File: src/rtl/mem_arbiter_if.sv
`default_nettype none
// ============================================================================
//  Module      : mem_arbiter_if
//  Description : Request/response bus of the three requesters plus the shared
//                memory handshake, as seen by the arbiter (slave) and by the
//                surrounding system (master).
//  Revision    : 1.0 - initial release
// ============================================================================
interface mem_arbiter_if;

    // Requester side: 3 ports packed side by side, port N in slice N
    logic [2:0]  req_valid;
    logic [2:0]  req_write;
    logic [5:0]  req_size;
    logic [95:0] req_addr;
    logic [95:0] req_wdata;
    logic [2:0]  req_ack;
    logic [2:0]  rsp_valid;
    logic [31:0] rsp_rdata;
    logic [1:0]  rsp_fault;

    // Shared memory port
    logic        mem_valid;
    logic        mem_write;
    logic [1:0]  mem_size;
    logic [31:0] mem_addr;
    logic [31:0] mem_wdata;
    logic        mem_ready;
    logic [31:0] mem_rdata;
    logic        mem_fault;

    // Arbiter view
    modport slave (
        input  req_valid, req_write, req_size, req_addr, req_wdata,
        input  mem_ready, mem_rdata, mem_fault,
        output req_ack, rsp_valid, rsp_rdata, rsp_fault,
        output mem_valid, mem_write, mem_size, mem_addr, mem_wdata
    );

    // System view: requesters and the memory model
    modport master (
        output req_valid, req_write, req_size, req_addr, req_wdata,
        output mem_ready, mem_rdata, mem_fault,
        input  req_ack, rsp_valid, rsp_rdata, rsp_fault,
        input  mem_valid, mem_write, mem_size, mem_addr, mem_wdata
    );

endinterface
`default_nettype wire

File: src/rtl/mem_arbiter.sv
`default_nettype none
// ============================================================================
//  Module      : mem_arbiter
//  Description : Three-port round-robin memory arbiter. Grants one transaction
//                at a time, rejects illegal size / misaligned accesses, drives
//                the memory handshake with a response timeout and returns
//                read data plus a fault code to the owning requester.
//  Revision    : 1.0 - initial release
// ============================================================================
module mem_arbiter #(
    parameter int unsigned TIMEOUT_CYCLES = 255
) (
    input  logic          clk,
    input  logic          reset,
    mem_arbiter_if.slave  bus
);

    localparam logic [1:0]  c_IDLE = 2'd0;
    localparam logic [1:0]  c_BUSY = 2'd1;
    localparam logic [1:0]  c_RESP = 2'd2;

    localparam logic [1:0]  c_FAULT_OK      = 2'b00;
    localparam logic [1:0]  c_FAULT_ILLEGAL = 2'b01;
    localparam logic [1:0]  c_FAULT_BUS     = 2'b10;
    localparam logic [1:0]  c_FAULT_TIMEOUT = 2'b11;

    // Last counter value before the timeout fires (counter starts at 0)
    localparam logic [15:0] c_TIMEOUT_LAST = 16'(TIMEOUT_CYCLES - 1);

    logic [1:0]  r_state;
    logic [1:0]  r_rr_ptr;
    logic [15:0] r_cnt;
    logic [1:0]  r_owner;
    logic        r_write;
    logic [1:0]  r_size;
    logic [31:0] r_addr;
    logic [31:0] r_wdata;
    logic [2:0]  r_rsp_valid;
    logic [31:0] r_rsp_rdata;
    logic [1:0]  r_rsp_fault;

    logic [1:0]  w_order0;
    logic [1:0]  w_order1;
    logic [1:0]  w_order2;
    logic        w_grant;
    logic [1:0]  w_winner;
    logic        w_sel_write;
    logic [1:0]  w_sel_size;
    logic [31:0] w_sel_addr;
    logic [31:0] w_sel_wdata;
    logic        w_illegal;

    // Port index successor modulo 3
    function automatic logic [1:0] f_next_port(input logic [1:0] p);
        f_next_port = (p == 2'd2) ? 2'd0 : p + 2'd1;
    endfunction

    // Port index to one-hot owner vector
    function automatic logic [2:0] f_onehot(input logic [1:0] p);
        f_onehot = 3'b001 << p;
    endfunction

    // Round-robin search upward from the pointer
    always_comb begin
        w_order0 = r_rr_ptr;
        w_order1 = f_next_port(r_rr_ptr);
        w_order2 = f_next_port(w_order1);
        w_grant  = 1'b0;
        w_winner = w_order0;
        if (bus.req_valid[w_order0]) begin
            w_grant  = 1'b1;
            w_winner = w_order0;
        end else if (bus.req_valid[w_order1]) begin
            w_grant  = 1'b1;
            w_winner = w_order1;
        end else if (bus.req_valid[w_order2]) begin
            w_grant  = 1'b1;
            w_winner = w_order2;
        end
    end

    // Select the winning port's request fields
    always_comb begin
        case (w_winner)
            2'd1: begin
                w_sel_write = bus.req_write[1];
                w_sel_size  = bus.req_size[3:2];
                w_sel_addr  = bus.req_addr[63:32];
                w_sel_wdata = bus.req_wdata[63:32];
            end
            2'd2: begin
                w_sel_write = bus.req_write[2];
                w_sel_size  = bus.req_size[5:4];
                w_sel_addr  = bus.req_addr[95:64];
                w_sel_wdata = bus.req_wdata[95:64];
            end
            default: begin
                w_sel_write = bus.req_write[0];
                w_sel_size  = bus.req_size[1:0];
                w_sel_addr  = bus.req_addr[31:0];
                w_sel_wdata = bus.req_wdata[31:0];
            end
        endcase
    end

    // Size 11 is reserved; halves need addr[0]=0, words need addr[1:0]=0
    assign w_illegal = (w_sel_size == 2'b11) ||
                       ((w_sel_size == 2'b01) && w_sel_addr[0]) ||
                       ((w_sel_size == 2'b10) && (w_sel_addr[1:0] != 2'b00));

    // Acknowledge only from IDLE and never while reset is held
    assign bus.req_ack = (!reset && (r_state == c_IDLE) && w_grant) ?
                         f_onehot(w_winner) : 3'b000;

    assign bus.mem_valid = (r_state == c_BUSY);
    assign bus.mem_write = r_write;
    assign bus.mem_size  = r_size;
    assign bus.mem_addr  = r_addr;
    assign bus.mem_wdata = r_wdata;

    assign bus.rsp_valid = r_rsp_valid;
    assign bus.rsp_rdata = r_rsp_rdata;
    assign bus.rsp_fault = r_rsp_fault;

    // Transaction sequencer: grant, memory handshake with timeout, response
    always_ff @(posedge clk) begin
        if (reset) begin
            r_state     <= c_IDLE;
            r_rr_ptr    <= 2'd0;
            r_cnt       <= 16'd0;
            r_owner     <= 2'd0;
            r_write     <= 1'b0;
            r_size      <= 2'b00;
            r_addr      <= 32'd0;
            r_wdata     <= 32'd0;
            r_rsp_valid <= 3'b000;
            r_rsp_rdata <= 32'd0;
            r_rsp_fault <= c_FAULT_OK;
        end else begin
            r_rsp_valid <= 3'b000;
            case (r_state)
                c_IDLE: begin
                    if (w_grant) begin
                        r_owner  <= w_winner;
                        r_write  <= w_sel_write;
                        r_size   <= w_sel_size;
                        r_addr   <= w_sel_addr;
                        r_wdata  <= w_sel_wdata;
                        r_rr_ptr <= f_next_port(w_winner);
                        if (w_illegal) begin
                            r_rsp_fault <= c_FAULT_ILLEGAL;
                            r_rsp_rdata <= 32'd0;
                            r_rsp_valid <= f_onehot(w_winner);
                            r_state     <= c_RESP;
                        end else begin
                            r_cnt   <= 16'd0;
                            r_state <= c_BUSY;
                        end
                    end
                end
                c_BUSY: begin
                    // A ready on the timeout edge still completes normally
                    if (bus.mem_ready) begin
                        r_rsp_rdata <= (r_write || bus.mem_fault) ? 32'd0 : bus.mem_rdata;
                        r_rsp_fault <= bus.mem_fault ? c_FAULT_BUS : c_FAULT_OK;
                        r_rsp_valid <= f_onehot(r_owner);
                        r_state     <= c_RESP;
                    end else if (r_cnt == c_TIMEOUT_LAST) begin
                        r_rsp_rdata <= 32'd0;
                        r_rsp_fault <= c_FAULT_TIMEOUT;
                        r_rsp_valid <= f_onehot(r_owner);
                        r_state     <= c_RESP;
                    end else begin
                        r_cnt <= r_cnt + 16'd1;
                    end
                end
                c_RESP: begin
                    r_state <= c_IDLE;
                end
                default: begin
                    r_state <= c_IDLE;
                end
            endcase
        end
    end

endmodule
`default_nettype wire

File: src/flat_wrapper.sv
// flat-port wrapper written by rule: the top's interface ports become plain ports
module mem_arbiter_flat 
#(
    parameter int unsigned TIMEOUT_CYCLES = 255
)
  (clk, reset, bus_req_valid, bus_req_write, bus_req_size, bus_req_addr, bus_req_wdata, bus_mem_ready, bus_mem_rdata, bus_mem_fault, bus_req_ack, bus_rsp_valid, bus_rsp_rdata, bus_rsp_fault, bus_mem_valid, bus_mem_write, bus_mem_size, bus_mem_addr, bus_mem_wdata);
  mem_arbiter_if bus_i ();
  input  logic clk;
  input  logic reset;
  input wire logic [$bits(bus_i.req_valid)-1:0] bus_req_valid;
  input wire logic [$bits(bus_i.req_write)-1:0] bus_req_write;
  input wire logic [$bits(bus_i.req_size)-1:0] bus_req_size;
  input wire logic [$bits(bus_i.req_addr)-1:0] bus_req_addr;
  input wire logic [$bits(bus_i.req_wdata)-1:0] bus_req_wdata;
  input wire logic [$bits(bus_i.mem_ready)-1:0] bus_mem_ready;
  input wire logic [$bits(bus_i.mem_rdata)-1:0] bus_mem_rdata;
  input wire logic [$bits(bus_i.mem_fault)-1:0] bus_mem_fault;
  output wire logic [$bits(bus_i.req_ack)-1:0] bus_req_ack;
  output wire logic [$bits(bus_i.rsp_valid)-1:0] bus_rsp_valid;
  output wire logic [$bits(bus_i.rsp_rdata)-1:0] bus_rsp_rdata;
  output wire logic [$bits(bus_i.rsp_fault)-1:0] bus_rsp_fault;
  output wire logic [$bits(bus_i.mem_valid)-1:0] bus_mem_valid;
  output wire logic [$bits(bus_i.mem_write)-1:0] bus_mem_write;
  output wire logic [$bits(bus_i.mem_size)-1:0] bus_mem_size;
  output wire logic [$bits(bus_i.mem_addr)-1:0] bus_mem_addr;
  output wire logic [$bits(bus_i.mem_wdata)-1:0] bus_mem_wdata;
  assign bus_i.req_valid = bus_req_valid;
  assign bus_i.req_write = bus_req_write;
  assign bus_i.req_size = bus_req_size;
  assign bus_i.req_addr = bus_req_addr;
  assign bus_i.req_wdata = bus_req_wdata;
  assign bus_i.mem_ready = bus_mem_ready;
  assign bus_i.mem_rdata = bus_mem_rdata;
  assign bus_i.mem_fault = bus_mem_fault;
  assign bus_req_ack = bus_i.req_ack;
  assign bus_rsp_valid = bus_i.rsp_valid;
  assign bus_rsp_rdata = bus_i.rsp_rdata;
  assign bus_rsp_fault = bus_i.rsp_fault;
  assign bus_mem_valid = bus_i.mem_valid;
  assign bus_mem_write = bus_i.mem_write;
  assign bus_mem_size = bus_i.mem_size;
  assign bus_mem_addr = bus_i.mem_addr;
  assign bus_mem_wdata = bus_i.mem_wdata;
  mem_arbiter #(.TIMEOUT_CYCLES(TIMEOUT_CYCLES)) u_core (.clk(clk), .reset(reset), .bus(bus_i));
endmodule
File: config.mk
export PLATFORM = sky130hd
export DESIGN_NAME = mem_arbiter_flat
export DESIGN_NICKNAME = d
export VERILOG_FILES = /design/src/rtl/mem_arbiter_if.sv /design/src/rtl/mem_arbiter.sv /design/src/flat_wrapper.sv
export SDC_FILE = /design/constraint.sdc
export NUM_CORES = 1
export LEC_CHECK = 0
export ABC_AREA = 0
export CELL_PAD_IN_SITES_DETAIL_PLACEMENT = 2
export CELL_PAD_IN_SITES_GLOBAL_PLACEMENT = 2
export CORE_MARGIN = 4
export CORE_UTILIZATION = 30
export DETAILED_ROUTE_END_ITERATION = 10
export DONT_BUFFER_PORTS = 1
export GPL_TIMING_DRIVEN = 0
export PLACE_DENSITY_LB_ADDON = 0.12
export SYNTH_ARGS = -nofsm -noshare
export SYNTH_HDL_FRONTEND = slang
export SYNTH_SLANG_ARGS = --single-unit
File: constraint.sdc
create_clock -name clk -period 6.4 [get_ports clk]
set_clock_uncertainty 0.2 [all_clocks]
set_input_delay 1.6 -clock clk [delete_from_list [all_inputs] [get_ports clk]]
set_output_delay 1.6 -clock clk [all_outputs]
set_load 0.03 [all_outputs]
# Word level (Yosys, flattened, before mapping)

Cells that the tools add are included.
W data, S select, Z words.

Eq/ne operators: 15
Mux-type cells: 47
$lt $le $gt $ge: 3
Reductions and logical operators: 15
$add $sub $neg: 4
Shifts and indexed selects: 2

Operators with widths:

| cell                    | count |
|---|---|
| $pmux W32 S2            | 3 |
| $mux W32                | 5 |
| $mux W16                | 4 |
| $pmux W16 S2            | 1 |
| $mux W2                 | 15 |
| $add A16 B1 Y16 const B | 1 |
| $eq A16 B8 Y1 const B   | 1 |
| $mux W3                 | 5 |
| $pmux W2 S2             | 3 |
| $eq A2 B2 Y1 const B    | 5 |
| $lt A2 B3 Y1 const B    | 3 |
| $add A2 B1 Y2 const B   | 3 |
| $bmux W1 S2             | 3 |
| $eq A2 B1 Y1 const B    | 3 |
| $mux W1                 | 6 |
| $ne A2 B2 Y1 const B    | 3 |
| $pmux W3 S2             | 1 |
| $shl A1 B2 Y3 const A   | 2 |
| $reduce_and A5 Y1       | 1 |
| $logic_and A1 B1 Y1     | 4 |
| $ne A2 B1 Y1 const B    | 2 |
| $reduce_and A2 Y1       | 2 |
| $reduce_and A4 Y1       | 1 |
| $reduce_bool A2 Y1      | 2 |
| other kinds (5)         | 7 |

Output and inout port bits: 108
Bits in registers: 126

# Logic depth before layout (Yosys ltp)

Gate-level depths: netlist of the first run.

Word-level depth: 18
Depth in mapped cells: 13
Mapped depth without buffers: 12

# Least setup slack after synthesis of the first run

Ideal clock, no wire load.

Kind: input to output
From: in bus_req_valid[1]
To: out bus_req_ack[1]
Cell stages on the path: 6
Path buffers: 1
Data arrival time: 3.044 ns
Setup slack: 1.556 ns
Cells stage by stage: inv_1 a22o_1 a32oi_1 ha_1 clkbuf_1 and3_1

Cells in the longest elaborated chain, start to end: 7

Ends and longest elaborated chain:

| what                                                        | line                                  | RTL |
|---|---|---|
| from (decl)                                                 | flat_wrapper.sv:10                    | `input wire logic [$bits(bus_i.req_valid)-1:0] bus_req_valid;` |
| $bmux W1 S2                                                 | mem_arbiter.sv:76                     | `end else if (bus.req_valid[w_order2]) begin` |
| $mux W1 (not written as such)                               | mem_arbiter.sv:76                     |  |
| $mux W2 / $mux W1 (equally long branches)                   | mem_arbiter.sv:76                     |  |
| $mux W2 / $mux W1 (equally long branches)                   | mem_arbiter.sv:73                     | `end else if (bus.req_valid[w_order1]) begin` |
| $mux W2 / $mux W1 (equally long branches)                   | mem_arbiter.sv:70                     | `if (bus.req_valid[w_order0]) begin` |
| $shl A1 B2 Y3 / $logic_and A1 B1 Y1 (equally long branches) | mem_arbiter.sv:60, mem_arbiter.sv:112 |  |
| $mux W3 (*)                                                 | mem_arbiter.sv:112                    | `assign bus.req_ack = (!reset && (r_state == c_IDLE) && w_grant) ?` |
| to (decl)                                                   | flat_wrapper.sv:18                    | `output wire logic [$bits(bus_i.req_ack)-1:0] bus_req_ack;` |

Every way passes the cells marked *; elsewhere a longest branch is shown, timed or not. The select of a mux whose other input is x is not followed.

# Worst setup path in the final report of the first run

Ends and elaborated chain as after synthesis.

==> impl_results.md, run 1 <==
- WL final: ~25 mm
- ANT nets after route: 0
- Library cells used by synthesis: 44
- Die Y: about 150 um
- Largest net degree at the start of global routing: 17
- Total CTS buffers: 17
- Area delta synth->final: 15.70%
- Clock Sinks: between 100 and 150
- Hold depth: 2
- Number of synthesized register bits: 126
- Post-Synth XOR/XNOR Area: 0%
- Post-synth EDFFs: 0
- Die area: ~0.022 sq mm
- First DRT Iteration DRCs: ~170
- Reg2Reg Depth: 12
- Synth Net Count: around 960
- Power Density: around 570 mW/mm^2
- Slew @ Worst Pin: 0.9088 ns
- DR pass1 iterations: 4
- Sw Ratio: between 40% and 50%
- Overall Global Routing Usage: approximately 22%
- DR WL/cell: roughly 25 um
- Synth Flop Type: dfxtp_1
- Dpl hpwl: 20.09 mm
- Cells after DPL: 973
- Post-CTS Resized: 0
- Clock H-tree levels: 4
- CTS tree: yes
- P_sw: roughly 1.9 mW
- Hold Path Class: flop to flop
- Antenna violations before repair: 1
- Top-count cell post-synth: nand2_1
- GR Overflow Total: 0
- Crit end category: output pin
- DRC Markers: 0
- CTS Hold Bufs: 0
- Synth area leaders: dfxtp_1 43%, nand2_1 9.8%, a22oi_1 8.5%
- Sequential-to-total area share from yosys stat: between 40% and 50%
- Logic pwr share: 34.7%
- First-pass GRT wire length: 38.21 mm
- Layout Cells excl Fill: between 1000 and 1500
- Status: completed
- Peak Freq: around 180 MHz
- Worst slew margin: about two fifths
- Post-synthesis mux area share: 0%
- Syn Area/Cell: just over 8 sq um
- Final Wtd Congestion: between 0.8 and 0.9
- Pint: approximately 2 mW
- Max Slew Vio Count: 0
- Clock latency on the worst-skew pair: 0.42 ns
- Synth top area share: a little over two fifths
- Synth Area in Simple Gates: approximately 16%
- Worst Setup Path Type: input port to output pin
- Design Power: between 3 and 4 mW
- Post-Place Worst Slack: around 0.70 ns
- Vias in the first global route: ~6500
- Post-Synthesis Cells: ~700
- Peak VDD IR: a little under 200 uV
- Rows: 50
- Average vias per placed instance: between 5 and 6
- Part of the power in registers: between 40% and 50%
- Setup_tns: 0 ns
- Crit start category: input port
- Initial core utilization: between 30 and 40%
- Synth Warn #: 0
- Biggest area consumer among synthesized cells: dfxtp_1
- Worst-path maximum fanout: 10
- Required time of the critical path: approximately 4.6 ns
- Reg clk slew, reported paths: about 0.06 ns
- Area share of fa/ha/maj cells after synthesis: 1.276%
- Compound-Gate Fraction of Synth Area: around 34%
- Crit path DAT: 3.89 ns
- Num ports: around 350
- Core Region: ~0.019 sq mm
- Port Buffers: 0
- # setup viols final: 0
- Total Nets Final: approximately 980
- Commonest cells post-synth: 153 x nand2_1, 126 x dfxtp_1, 77 x a21oi_1
- Fin crit share: 88.95%
- Endpoints failing hold: 0
- Post-Synthesis Cell Area: 0.005883 sq mm
- CTS Buffer Depth: 2
- CTS Root Buffer Type: clkbuf_16
- Ratio of cells with drive above 1 in the final layout: about 5.6%
- Clock power share: 25.3%
- DR vias: 5731
- Reg-to-Reg Start: u_core.r_rr_ptr[0]
- RSZ-0062 raised after global routing: no
- Setup crit start: bus_req_valid[1]
- Fraction of registers with async set/reset: 0%
- Leakage: approximately 2.4 nW
- Die X: approximately 150 um
- Max-Cap Viols: 0
- Post-layout minimum cycle time: ~5.7 ns
- Largest family of logic cells by synthesized area: compound AO/OA/AOI/OAI gates
- Post-CTS setup buffers: 0
- Final Worst Setup Slack: 0.7074 ns
- Hold path start: u_core.r_rr_ptr[0]
## metal layers
metal  part of all wire, %  track usage [%]  vias to the layer above  wire length, um
met5                     0                0                        -                0
met4                   1.8            6.928                        0              458
met3                   7.6            8.553                       26             1926
met2                    52            39.83                      186            13210
met1                    39            24.91                     2833             9818
li1                      -                -                     2686                -
## state kept, by name, indices dropped and copies added, names as in the netlist
| register | flops |
|---|---|
| u_core.r_state | 2 |
| u_core.r_cnt | 16 |
| u_core.bus.mem_write | 1 |
| u_core.bus.mem_wdata | 32 |
| u_core.r_rr_ptr | 2 |
| u_core.bus.rsp_valid | 3 |
| u_core.bus.rsp_rdata | 32 |
| u_core.r_owner | 2 |
| u_core.bus.mem_addr | 32 |
| u_core.bus.mem_size | 2 |
| u_core.bus.rsp_fault | 2 |
## layout by cell type (no fill, tap or decap), types with 3 or more instances in the layout
| master | count |
|---|---|
| a211o_1 | 3 |
| a211oi_1 | 4 |
| a21o_1 | 6 |
| a21oi_1 | 77 |
| a22o_1 | 35 |
| a22oi_1 | 67 |
| a311oi_1 | 4 |
| a31oi_1 | 4 |
| a32o_1 | 3 |
| and3_1 | 8 |
| buf_1 | 11 |
| buf_6 | 3 |
| clkbuf_1 | 49 |
| clkbuf_16 | 17 |
| dfxtp_1 | 126 |
| ha_1 | 6 |
| inv_1 | 12 |
| inv_6 | 5 |
| inv_8 | 5 |
| nand2_1 | 153 |
| nand2b_1 | 4 |
| nand3_1 | 7 |
| nor2_1 | 14 |
| nor3_1 | 7 |
| nor4_1 | 8 |
| o211ai_1 | 64 |
| o21ai_0 | 8 |
| or3_1 | 4 |
## final cells by class
type	instances	area (sq um)
diodes	1	2.502
multi-input cells	510	3047
inverters	12	45.04
clock buffers	17	425.4
well taps	260	325.3
plain buffers	65	269.0
flip-flops and latches	126	2522
fillers	2183	12210
clock inverters	15	170.2
## critical path, cell delays in order
cell and delay (ns):
inv_1 0.03, a22o_1 0.20, a32oi_1 0.41, ha_1 0.39
clkbuf_1 0.69, and3_1 0.56
## path summary, 6_finish.rpt
check | end | slack, ns
setup / recovery | bus_req_ack[1] | 0.71
hold / removal | u_core.r_rr_ptr[0] | 0.31
setup reg to reg | u_core.r_cnt[11] | 2.43
hold reg to reg | u_core.r_rr_ptr[0] | 0.31
## stage by stage
stage / util [%] / cell area, sq um / hold WS, ns
floorplan: - / 5883 / 0.2626
global placement: 32.64 / 6208 / 0.2845
detailed placement: 32.64 / 6208 / 0.3022
CTS: 35.78 / 6804 / 0.3155
global route: 35.79 / 6807 / 0.3543
finish: 35.79 / 6807 / 0.3066
## power by group through the flow
stage                     registers [mW]  clock network, mW  logic (mW)
after floorplan                     1.49                  0       0.975
after global placement              1.58                  0        1.31
after detailed placement            1.59                  0        1.37
after CTS                           1.57               1.00        1.38
after global routing                1.59               1.05        1.55
final                               1.56              0.987        1.36
## kinds of logic after synthesis
family / Yosys count
AO/OA/AOI/OAI: 287
adder cells (fa/ha/maj): 6
buffers and inverters: 77
flip-flops: 126
AND/OR/NAND/NOR: 217
No activity file was read; power rests on OpenSTA's default activity.
==> run 2, diff against run 1 <==
--- a/config.mk
+++ b/config.mk
@@ -13,7 +13,7 @@
 export DETAILED_ROUTE_END_ITERATION = 10
 export DONT_BUFFER_PORTS = 1
 export GPL_TIMING_DRIVEN = 0
-export PLACE_DENSITY_LB_ADDON = 0.12
+export PLACE_DENSITY_LB_ADDON = 0.1
 export SYNTH_ARGS = -nofsm -noshare
 export SYNTH_HDL_FRONTEND = slang
 export SYNTH_SLANG_ARGS = --single-unit
==> run 2 against run 1 <==
Clock power fell by 0.8%. Hold slack improved by 0.011 ns. Maximum frequency rose by 0.89%. Sequential share of layout area barely moved. Via count rose by 0.37%. First-iteration DRC count rose by 45%. Highest routed layer unchanged.
==> impl_results.md, run 2 (synthesis gave the netlist of run 1 again) <==
- Reg-to-Reg Start: u_core.r_rr_ptr[0]
- Total Nets Final: approximately 980
- Dpl hpwl: ~20 mm
- P_sw: roughly 1.9 mW
- Sw Ratio: between 40% and 50%
- Hold Path Class: flop to flop
- Largest net degree at the start of global routing: 17
- # setup viols final: 0
- Setup crit start: bus_req_valid[1]
- Clock power share: between 20 and 30%
- CTS tree: yes
- Endpoints failing hold: 0
- Num ports: 348
- Crit path DAT: about 3.8 ns
- Max-Cap Viols: 0
- RSZ-0062 raised after global routing: no
- Leakage: between 2 and 2.5 nW
- Crit end category: output pin
- Crit start category: input port
- Post-CTS setup buffers: 0
- Logic pwr share: a little over a third
- Post-layout minimum cycle time: around 5.6 ns
- Antenna violations before repair: 0
- Clock H-tree levels: 4
- Power Density: approximately 570 mW/mm^2
- CTS Root Buffer Type: clkbuf_16
- DR vias: roughly 5800
- Ratio of cells with drive above 1 in the final layout: roughly 5.6%
- DR pass1 iterations: 5
- Rows: 50
- Vias in the first global route: 6469
- Antenna diode count: 0
- Initial core utilization: 30.93%
- Design Power: a little under 4 mW
- Peak Freq: approximately 180 MHz
- Setup_tns: 0 ns
- Core Region: approximately 0.019 sq mm
- First DRT Iteration DRCs: approximately 240
- Worst Setup Path Type: input port to output pin
- Clock Sinks: around 130
- Fin crit share: 88.16%
- CTS Hold Bufs: 0
- Area occupied by multi-input gates: about 0.0030 sq mm
- Placement Cell Area: 0.006208 sq mm
- Peak VDD IR: ~190 uV
- WL final: 25.30 mm
- GR Overflow Total: 0
- R2R setup slack: between 2 and 2.5 ns
- Pint: slightly below 2 mW
- DRC Markers: 0
- Reg clk slew, reported paths: approximately 0.060 ns
- ANT nets after route: 0
- Final Wtd Congestion: ~0.84
- Status: completed
- Part of the power in registers: between 40 and 50%
- Clock latency on the worst-skew pair: 0.42 ns
- Required time of the critical path: 4.60 ns
- Die area: between 0.02 and 0.025 sq mm
- Die Y: ~150 um
- Overall Global Routing Usage: 22.50%
- Register area: about 0.0025 sq mm
- Fillers: about 2200
- Slew @ Worst Pin: 0.9301 ns
- Most frequent cells in the layout: 153 x nand2_1, 126 x dfxtp_1, 77 x a21oi_1, 67 x a22oi_1, 64 x o211ai_1
- Area delta synth->final: 15.65%
- First-pass GRT wire length: 38.45 mm
- Total CTS buffers: 17
- Die X: 148.0 um
- Worst-path maximum fanout: 10
- DR WL/cell: 25.18 um
- Average vias per placed instance: about 5.7
- Max Slew Vio Count: 0
- Post-CTS Resized: 0
- Design Area, Final: about 0.007 sq mm
- Hold path start: u_core.r_cnt[15]
- Worst slew margin: around 37%
- Most common cell after layout, fill and taps aside: nand2_1
- CTS Buffer Depth: 2
- Port Buffers: 0
==> run 2: cell count changes in the layout (fill, tap and decap cells not counted) <==
cell / previous run / this run
inv_6: 5 / 4
clkinv_4: 1 / 2
diode_2: 1 / 0
==> run 2: path summary, 6_finish.rpt <==
path                                         end  cells past startpoint
worst max-delay path              bus_req_ack[1]                      6
worst max register to register  u_core.r_cnt[11]                     12
worst min-delay path            u_core.r_cnt[15]                      1
worst min register to register  u_core.r_cnt[15]                      1
==> run 2: cell type report <==
type	count	share of cell area, %
well taps	260	4.781
clock inverters	15	2.501
flip-flops and latches	126	37.07
plain buffers	65	3.954
multi-input cells	510	44.78
clock buffers	17	6.252
inverters	12	0.6620
==> run 2: through the flow <==
stage                     utilization [%]  hold slack (ns)  std cells  setup slack [ns]
after floorplan                         -           0.2626        713             1.556
after global placement              32.64           0.2819        973            0.8582
after detailed placement            32.64           0.2986        973            0.7629
after CTS                           35.78           0.3205       1005            0.7229
after global routing                35.78           0.3563       1005            0.6074
final                               35.78           0.3177       1005            0.7579
==> run 2: critical path: stages <==
cell,delay [ns]
inv_1,0.04
a22o_1,0.20
a32oi_1,0.46
ha_1,0.38
clkbuf_1,0.60
and3_1,0.55
==> run 2: layer usage <==
layer	GRT usage (%)	wire length [um]
met1	25.35	9779
met2	39.78	12970
met3	8.553	2156
met4	6.143	395
met5	0	0
==> run 2: power by group through the flow <==
stage               combinational (mW)  clock, mW  sequential, mW
floorplan                        0.975          0            1.49
global placement                  1.31          0            1.58
detailed placement                1.37          0            1.59
CTS                               1.37       1.00            1.57
global route                      1.53       1.04            1.59
finish                            1.35      0.979            1.56
